**config.mk**
```make
export PLATFORM = sky130hd
export DESIGN_NAME = fetch_stage_flat
export DESIGN_NICKNAME = d
export VERILOG_FILES = /design/src/rtl/fetch_stage_if.sv /design/src/rtl/fetch_stage.sv /design/src/flat_wrapper.sv
export SDC_FILE = /design/constraint.sdc
export NUM_CORES = 1
export LEC_CHECK = 0
export CELL_PAD_IN_SITES_DETAIL_PLACEMENT = 1
export CELL_PAD_IN_SITES_GLOBAL_PLACEMENT = 1
export CORE_UTILIZATION = 37
export CTS_CLUSTER_DIAMETER = 100
export DETAILED_ROUTE_END_ITERATION = 7
export GPL_TIMING_DRIVEN = 0
export PLACE_DENSITY_LB_ADDON = 0.3
export SYNTH_ARGS = -nofsm -noshare
export SYNTH_HDL_FRONTEND = slang
export SYNTH_SLANG_ARGS = --single-unit
```
**constraint.sdc**
```tcl
create_clock -name cpu_clk -period 5.3 [get_ports cpu_clk]
set_input_delay 1.06 -clock cpu_clk [delete_from_list [all_inputs] [get_ports cpu_clk]]
set_output_delay 1.06 -clock cpu_clk [all_outputs]
set_load 0.01 [all_outputs]
```
**src/rtl/fetch_stage_if.sv**
```systemverilog
// Fetch-stage bus: hazard/redirect controls, instruction-ROM port and the IF/ID outputs to decode.
// master = fetch_stage side, slave = surrounding pipeline (hazard unit, EX, ROM, decode).
interface fetch_stage_if;
  logic        stall;
  logic        redirect;
  logic [31:0] redirect_pc;
  logic [31:0] irom_addr;
  logic [31:0] irom_inst;
  logic [31:0] id_inst;
  logic [31:0] id_pc;
  logic [31:0] id_pc4;
  logic        id_valid;

  modport master (
    input  stall, redirect, redirect_pc, irom_inst,
    output irom_addr, id_inst, id_pc, id_pc4, id_valid
  );

  modport slave (
    output stall, redirect, redirect_pc, irom_inst,
    input  irom_addr, id_inst, id_pc, id_pc4, id_valid
  );
endinterface

```
**src/rtl/fetch_stage.sv**
```systemverilog
// miniRV instruction fetch + IF/ID register. Priority: reset > redirect > stall > sequential.
// Optional FETCH_PERF_EN adds fetch/stall/flush counters with a synchronous clear.
module fetch_stage #(
  parameter logic [31:0] RESET_PC = 32'h0000_0000,
  parameter logic [31:0] NOP_INST = 32'h0000_0013
) (
  input  logic          cpu_clk,
  input  logic          cpu_rst_n,
  fetch_stage_if.master bus
`ifdef FETCH_PERF_EN
  ,
  input  logic          perf_clr,
  output logic [31:0]   perf_fetch,
  output logic [31:0]   perf_stall,
  output logic [31:0]   perf_flush
`endif
);

  typedef struct packed {
    logic [31:0] inst;
    logic [31:0] pc;
    logic [31:0] pc4;
    logic        valid;
  } ifid_t;

  localparam ifid_t IFID_BUBBLE = '{inst: NOP_INST, pc: 32'h0, pc4: 32'h0, valid: 1'b0};

  logic [31:0] pc_q, pc_d, pc_plus4;
  ifid_t       ifid_q, ifid_d;
  logic        load_ok;

  // Target low bits are discarded: fetch is always word aligned.
  logic unused_redirect_lo;
  assign unused_redirect_lo = ^bus.redirect_pc[1:0];

  assign pc_plus4 = pc_q + 32'd4;
  assign load_ok  = !bus.redirect && !bus.stall;

  always_comb begin
    pc_d   = pc_plus4;
    ifid_d = '{inst: bus.irom_inst, pc: pc_q, pc4: pc_plus4, valid: 1'b1};
    if (bus.redirect) begin
      pc_d   = {bus.redirect_pc[31:2], 2'b00};
      ifid_d = IFID_BUBBLE;
    end else if (bus.stall) begin
      pc_d   = pc_q;
      ifid_d = ifid_q;
    end
  end

  always_ff @(posedge cpu_clk or negedge cpu_rst_n) begin
    if (!cpu_rst_n) begin
      pc_q   <= RESET_PC;
      ifid_q <= IFID_BUBBLE;
    end else begin
      pc_q   <= pc_d;
      ifid_q <= ifid_d;
    end
  end

  assign bus.irom_addr = pc_q;
  assign bus.id_inst   = ifid_q.inst;
  assign bus.id_pc     = ifid_q.pc;
  assign bus.id_pc4    = ifid_q.pc4;
  assign bus.id_valid  = ifid_q.valid;

`ifdef FETCH_PERF_EN
  logic [31:0] fetch_q, fetch_d, stall_q, stall_d, flush_q, flush_d;

  // Clear wins over that same edge's increment.
  always_comb begin
    fetch_d = fetch_q + {31'd0, load_ok};
    stall_d = stall_q + {31'd0, bus.stall && !bus.redirect};
    flush_d = flush_q + {31'd0, bus.redirect};
    if (perf_clr) begin
      fetch_d = 32'd0;
      stall_d = 32'd0;
      flush_d = 32'd0;
    end
  end

  always_ff @(posedge cpu_clk or negedge cpu_rst_n) begin
    if (!cpu_rst_n) begin
      fetch_q <= 32'd0;
      stall_q <= 32'd0;
      flush_q <= 32'd0;
    end else begin
      fetch_q <= fetch_d;
      stall_q <= stall_d;
      flush_q <= flush_d;
    end
  end

  assign perf_fetch = fetch_q;
  assign perf_stall = stall_q;
  assign perf_flush = flush_q;
`else
  logic unused_load_ok;
  assign unused_load_ok = load_ok;
`endif

endmodule

```
**src/flat_wrapper.sv**
```systemverilog
// flat-port wrapper written by rule: the top's interface ports become plain ports
module fetch_stage_flat 
#(
  parameter logic [31:0] RESET_PC = 32'h0000_0000,
  parameter logic [31:0] NOP_INST = 32'h0000_0013
)
  (cpu_clk, cpu_rst_n, bus_stall, bus_redirect, bus_redirect_pc, bus_irom_inst, bus_irom_addr, bus_id_inst, bus_id_pc, bus_id_pc4, bus_id_valid);
  fetch_stage_if bus_i ();
  input  logic cpu_clk;
  input  logic cpu_rst_n;
  input wire logic [$bits(bus_i.stall)-1:0] bus_stall;
  input wire logic [$bits(bus_i.redirect)-1:0] bus_redirect;
  input wire logic [$bits(bus_i.redirect_pc)-1:0] bus_redirect_pc;
  input wire logic [$bits(bus_i.irom_inst)-1:0] bus_irom_inst;
  output wire logic [$bits(bus_i.irom_addr)-1:0] bus_irom_addr;
  output wire logic [$bits(bus_i.id_inst)-1:0] bus_id_inst;
  output wire logic [$bits(bus_i.id_pc)-1:0] bus_id_pc;
  output wire logic [$bits(bus_i.id_pc4)-1:0] bus_id_pc4;
  output wire logic [$bits(bus_i.id_valid)-1:0] bus_id_valid;
  assign bus_i.stall = bus_stall;
  assign bus_i.redirect = bus_redirect;
  assign bus_i.redirect_pc = bus_redirect_pc;
  assign bus_i.irom_inst = bus_irom_inst;
  assign bus_irom_addr = bus_i.irom_addr;
  assign bus_id_inst = bus_i.id_inst;
  assign bus_id_pc = bus_i.id_pc;
  assign bus_id_pc4 = bus_i.id_pc4;
  assign bus_id_valid = bus_i.id_valid;
  fetch_stage #(.RESET_PC(RESET_PC), .NOP_INST(NOP_INST)) u_core (.cpu_clk(cpu_clk), .cpu_rst_n(cpu_rst_n), .bus(bus_i));
endmodule
```
# After elaboration in Yosys (flattened, before gate mapping)
# Cells that the tools add are included.
[op_classes]
add_sub_neg = 1
eq_ne = 1
mux = 4
[op_table]
columns = ["operator", "n"]
rows = [
  ["97-bit 2-to-1 mux", 2],
  ["32-bit 2-to-1 mux", 2],
  ["32-bit by 3-bit adder with 32-bit output (second input constant)", 1],
  ["2-bit by 1-bit != test with 1-bit output (second input constant)", 1],
]
[totals]
ff_bits = 129
output_inout_bits = 129
word_cells = 11

# Longest topological paths before layout
[logic_depth]
word_depth = 3
depth_mapped = 7

# Least setup slack after synthesis
# Ideal clock, no wire load.
[synth_path]
kind = "in2reg"
start = "input port bus_stall"
end = "register u_core.pc_q[23] (netlist: u_core.bus.irom_addr[23])"
t_arrival_ns = 2.589
required_ns = 5.231
slack_ns = 2.642
cell_stages = 6
cell_sequence = "clkbuf_1 -> nand3b_1 -> or4_1 -> clkbuf_1 -> or4_1 -> nand3_1"
[synth_via]
elab_chain_cells = 1
[synth_lines]
columns = ["element", "line", "rtl"]
rows = [
  ["start, declared", "flat_wrapper.sv:11", "input wire logic [$bits(bus_i.stall)-1:0] bus_stall;"],
  ["2-bit by 1-bit != test with 1-bit output (no line)", "-", ""],
  ["end signal, assigned", "fetch_stage.sv:56", "pc_q <= pc_d;"],
  ["end, declared", "fetch_stage.sv:28", "logic [31:0] pc_q, pc_d, pc_plus4;"],
]
# No other way between the ends.
# A chain may end at the register's enable or synchronous reset.

# Final worst setup path
[layout_path]
start = "input port bus_stall"
end = "register u_core.ifid_q, in the netlist u_core.bus.id_pc[22]"
[layout_via]
elab_chain_cells = 1
[layout_lines]
columns = ["element", "line", "rtl"]
rows = [
  ["2-bit by 1-bit != test with 1-bit output (no line)", "-", ""],
  ["end signal, assigned", "fetch_stage.sv:57", "ifid_q <= ifid_d;"],
  ["end, declared", "fetch_stage.sv:29", "ifid_t ifid_q, ifid_d;"],
]
# No other way between the ends.

==> metrics.csv <==
metric,value,unit
synth_mux_area_share,10.5,%
post-place-ws,1.97,ns
maxCapViolations,0,
relSlewSlack,38.4,%
synthesis.area,5910,µm²
yosysSeqAreaShare,52.5,%
start_util,38.3,%
critPathKind,in2reg,
firstDrtPassIters,4,
leakage,0.00369,µW
post_synth.cell_area_avg,10.0,µm²
grt_max_degree,76,
num_rows,45,
endpoint_kind,register,
core,15400,µm²
required,5.57,ns
postRouteAntennaNets,0,
post-dp-hpwl,14.5,mm
drive_gt1_share,6.74,%
yosysWarnings,0,
clk_pin_slew,0.05,ns
path_cells,"clkbuf_1, clkbuf_1, clkbuf_1, mux2i_1, nor2_1",
fp.dieArea,16500,µm²
worstHoldStart,u_core.bus.id_valid$_DFFE_PN0N_,
rsz0062_at_grt,no,
clock-root-buffer,clkbuf_16,
nets,872,
finalClockSkew,0.00807,ns
rr_startpoint,u_core.bus.irom_addr[14]$_DFFE_PN0N_,
tns,0,ns
hp-class,reg2reg,
grt_pass1_vias,5869,
netlist.area_leader.share,51.2,%
cp.buffers_inverters,3,
port_buffers,191,
synthToLayoutAreaGrowth,49.1,%
synth_top_family_by_area,simple AND/OR/NAND/NOR gates,
clk_latency,0.42,ns
htree_levels,4,
clockBufferDepth,2,
route.detailed.drc,0,
cp_max_fo,10,
cp-startpoint,bus_stall,
ir_worst_vdd,206,µV
power_density,331,nW/µm²
worst_pin_slew,0.924,ns
route.vias.total,5475,
num_io_pins,197,
drt_iter0_drc,318,
hold_buffers,0,
ys_ff_latch,124,
place_congestion,0.910,
worst_slack,2.42,ns
fin_crit,2.88,ns
outcome,finished clean,
cts_tree,done,
grt_pass1_wl,32.1,mm
finalSetupViolCount,0,
syn_inst,591,
antenna_cells,0,
slew_viol_final,0,
die-height,128,µm
synth_compound_area_share,9.96,%
yosys.area_share.simple,18.4,%
period_share,54.3,%
critical-path-top-delay-family,buffers and inverters,
routed_wl,20.3,mm
ctsResizeCount,0,
antenna_found_initial,0,
ys_types,41,
gr-total-overflow,0,
yosys-top-cells-area,"dfrtp_1 (51%), mux2i_1 (10%), nor2_1 (6.0%)",
crit_top_cell,clkbuf_1,
cp.arrival,3.15,ns
yosys.area_share.adder,0.212,%
fmax,348,MHz
synth_xor_area_share,3.55,%
rrSetupSlack,2.73,ns
max_stage_delay,0.75,ns
post_cts_buffers,0,
wl_per_cell,19.7,µm
die_x,128,µm
yosysTopAreaCell,dfrtp_1,
hold_viol_final,0,
via_per_inst,5.33,
cts_made_buffers,17,
cp_slowest_cell,clkbuf_1,
cts_sinks,124,
worstSetupStartpointType,primary input,
grt_use_total,25.7,%
final timing paths:
check                      depth (start not counted)                                    to
setup / recovery                                   5      u_core.bus.id_pc[22]$_DFFE_PN0N_
hold / removal                                     1       u_core.bus.id_valid$_DFFE_PN0N_
setup reg to reg                                   6  u_core.bus.irom_addr[23]$_DFFE_PN0N_
hold reg to reg                                    1       u_core.bus.id_valid$_DFFE_PN0N_
max in group asynchronous                          2     u_core.bus.id_inst[0]$_DFFE_PN1N_
min in group asynchronous                          1      u_core.bus.id_pc[16]$_DFFE_PN0N_
cell usage after synthesis:
library cell	count
a211oi_1	7
a21oi_1	8
a221oi_1	3
a311oi_1	14
a31oi_1	5
and3_1	1
and4_1	1
buf_1	2
buf_2	8
buf_4	7
clkbuf_1	43
clkinv_1	1
conb_1	1
dfrtp_1	121
dfstp_2	3
ha_1	1
inv_1	5
mux2i_1	62
nand2_1	45
nand3_1	16
nand3b_1	1
nand4_1	8
nand4_2	2
nand4b_1	1
nor2_1	95
nor2b_1	2
nor3_1	4
nor4_1	7
o2111a_1	1
o211ai_1	10
o21a_1	1
o21ai_0	29
o31a_1	1
o31ai_1	8
o41ai_1	1
or2_2	2
or3_1	15
or4_1	23
or4b_1	2
xnor2_1	17
xor2_1	7
per-layer routing:
| layer | GRT usage (%) | up-vias | part of all wire (%) |
|---|---|---|---|
| met4 | 8.44 | 0 | 1.2 |
| met5 | 0 | - | 0 |
| met2 | 44.5 | 205 | 50 |
| li1 | - | 2511 | - |
| met3 | 8.73 | 23 | 8.6 |
| met1 | 29.8 | 2736 | 40 |
where the power goes:
group          internal (µW)  switching (µW)  total (µW)
combinational            241             233         474
clock                    932             430        1360
sequential              1020            63.5        1080
total                   2190             727        2920
sequential cells by signal, summed over array words and instances, names as in the netlist:
register and cells:
u_core.bus.id_inst 32, u_core.bus.id_pc 30, u_core.bus.irom_addr 30, u_core.bus.id_valid 1, u_core.bus.id_pc4 31
through the flow:
| stage | total power (µW) | utilization [%] | cells | instance area [µm²] | hold slack, ns |
|---|---|---|---|---|---|
| after floorplan | 1280 | - | 592 | 5920 | 0.516 |
| after global placement | 1550 | 52.5 | 994 | 8090 | 0.470 |
| after detailed placement | 1570 | 52.7 | 995 | 8120 | 0.493 |
| after CTS | 2940 | 57.1 | 1027 | 8820 | 0.507 |
| after global routing | 3030 | 57.1 | 1027 | 8820 | 0.533 |
| final | 2920 | 57.1 | 1027 | 8820 | 0.505 |
cells by family (layout without fill, tap and decap cells):
logic type	Yosys count	count (layout)
buf+inv	66	290
flops	124	124
fa+ha+maj	1	1
xor+xnor	24	24
mux	62	62
other cells	1	2
simple gates	225	225
compound gates	88	88
placed cells by master, fill, tap and decap left out, drive strengths merged, types with 2 or more instances in the layout:
cell type / synthesis / routed
a211oi: 7 / 7
a21oi: 8 / 8
a221oi: 3 / 3
a311oi: 14 / 14
a31oi: 5 / 5
buf: 17 / 19
bufinv: 0 / 6
clkbuf: 43 / 65
clkdlybuf4s50: 0 / 190
clkinv: 1 / 3
clkinvlp: 0 / 2
conb: 1 / 2
dfrtp: 121 / 121
dfstp: 3 / 3
inv: 5 / 5
mux2i: 62 / 62
nand2: 45 / 45
nand3: 16 / 16
nand4: 10 / 10
nor2: 95 / 95
nor2b: 2 / 2
nor3: 4 / 4
nor4: 7 / 7
o211ai: 10 / 10
o21ai: 29 / 29
o31ai: 8 / 8
or2: 2 / 2
or3: 15 / 15
or4: 23 / 23
or4b: 2 / 2
xnor2: 17 / 17
xor2: 7 / 7
area by class of cell:
type	count	area [µm²]
buffer	60	262
tap	211	264
multi-input combinational	402	2530
inverter	6	22.5
clock inverter	10	209
sequential	124	3110
clock buffer	22	484
fill	1716	6610
timing repair buffer	192	1940
Power figures use the tool's default switching activity.
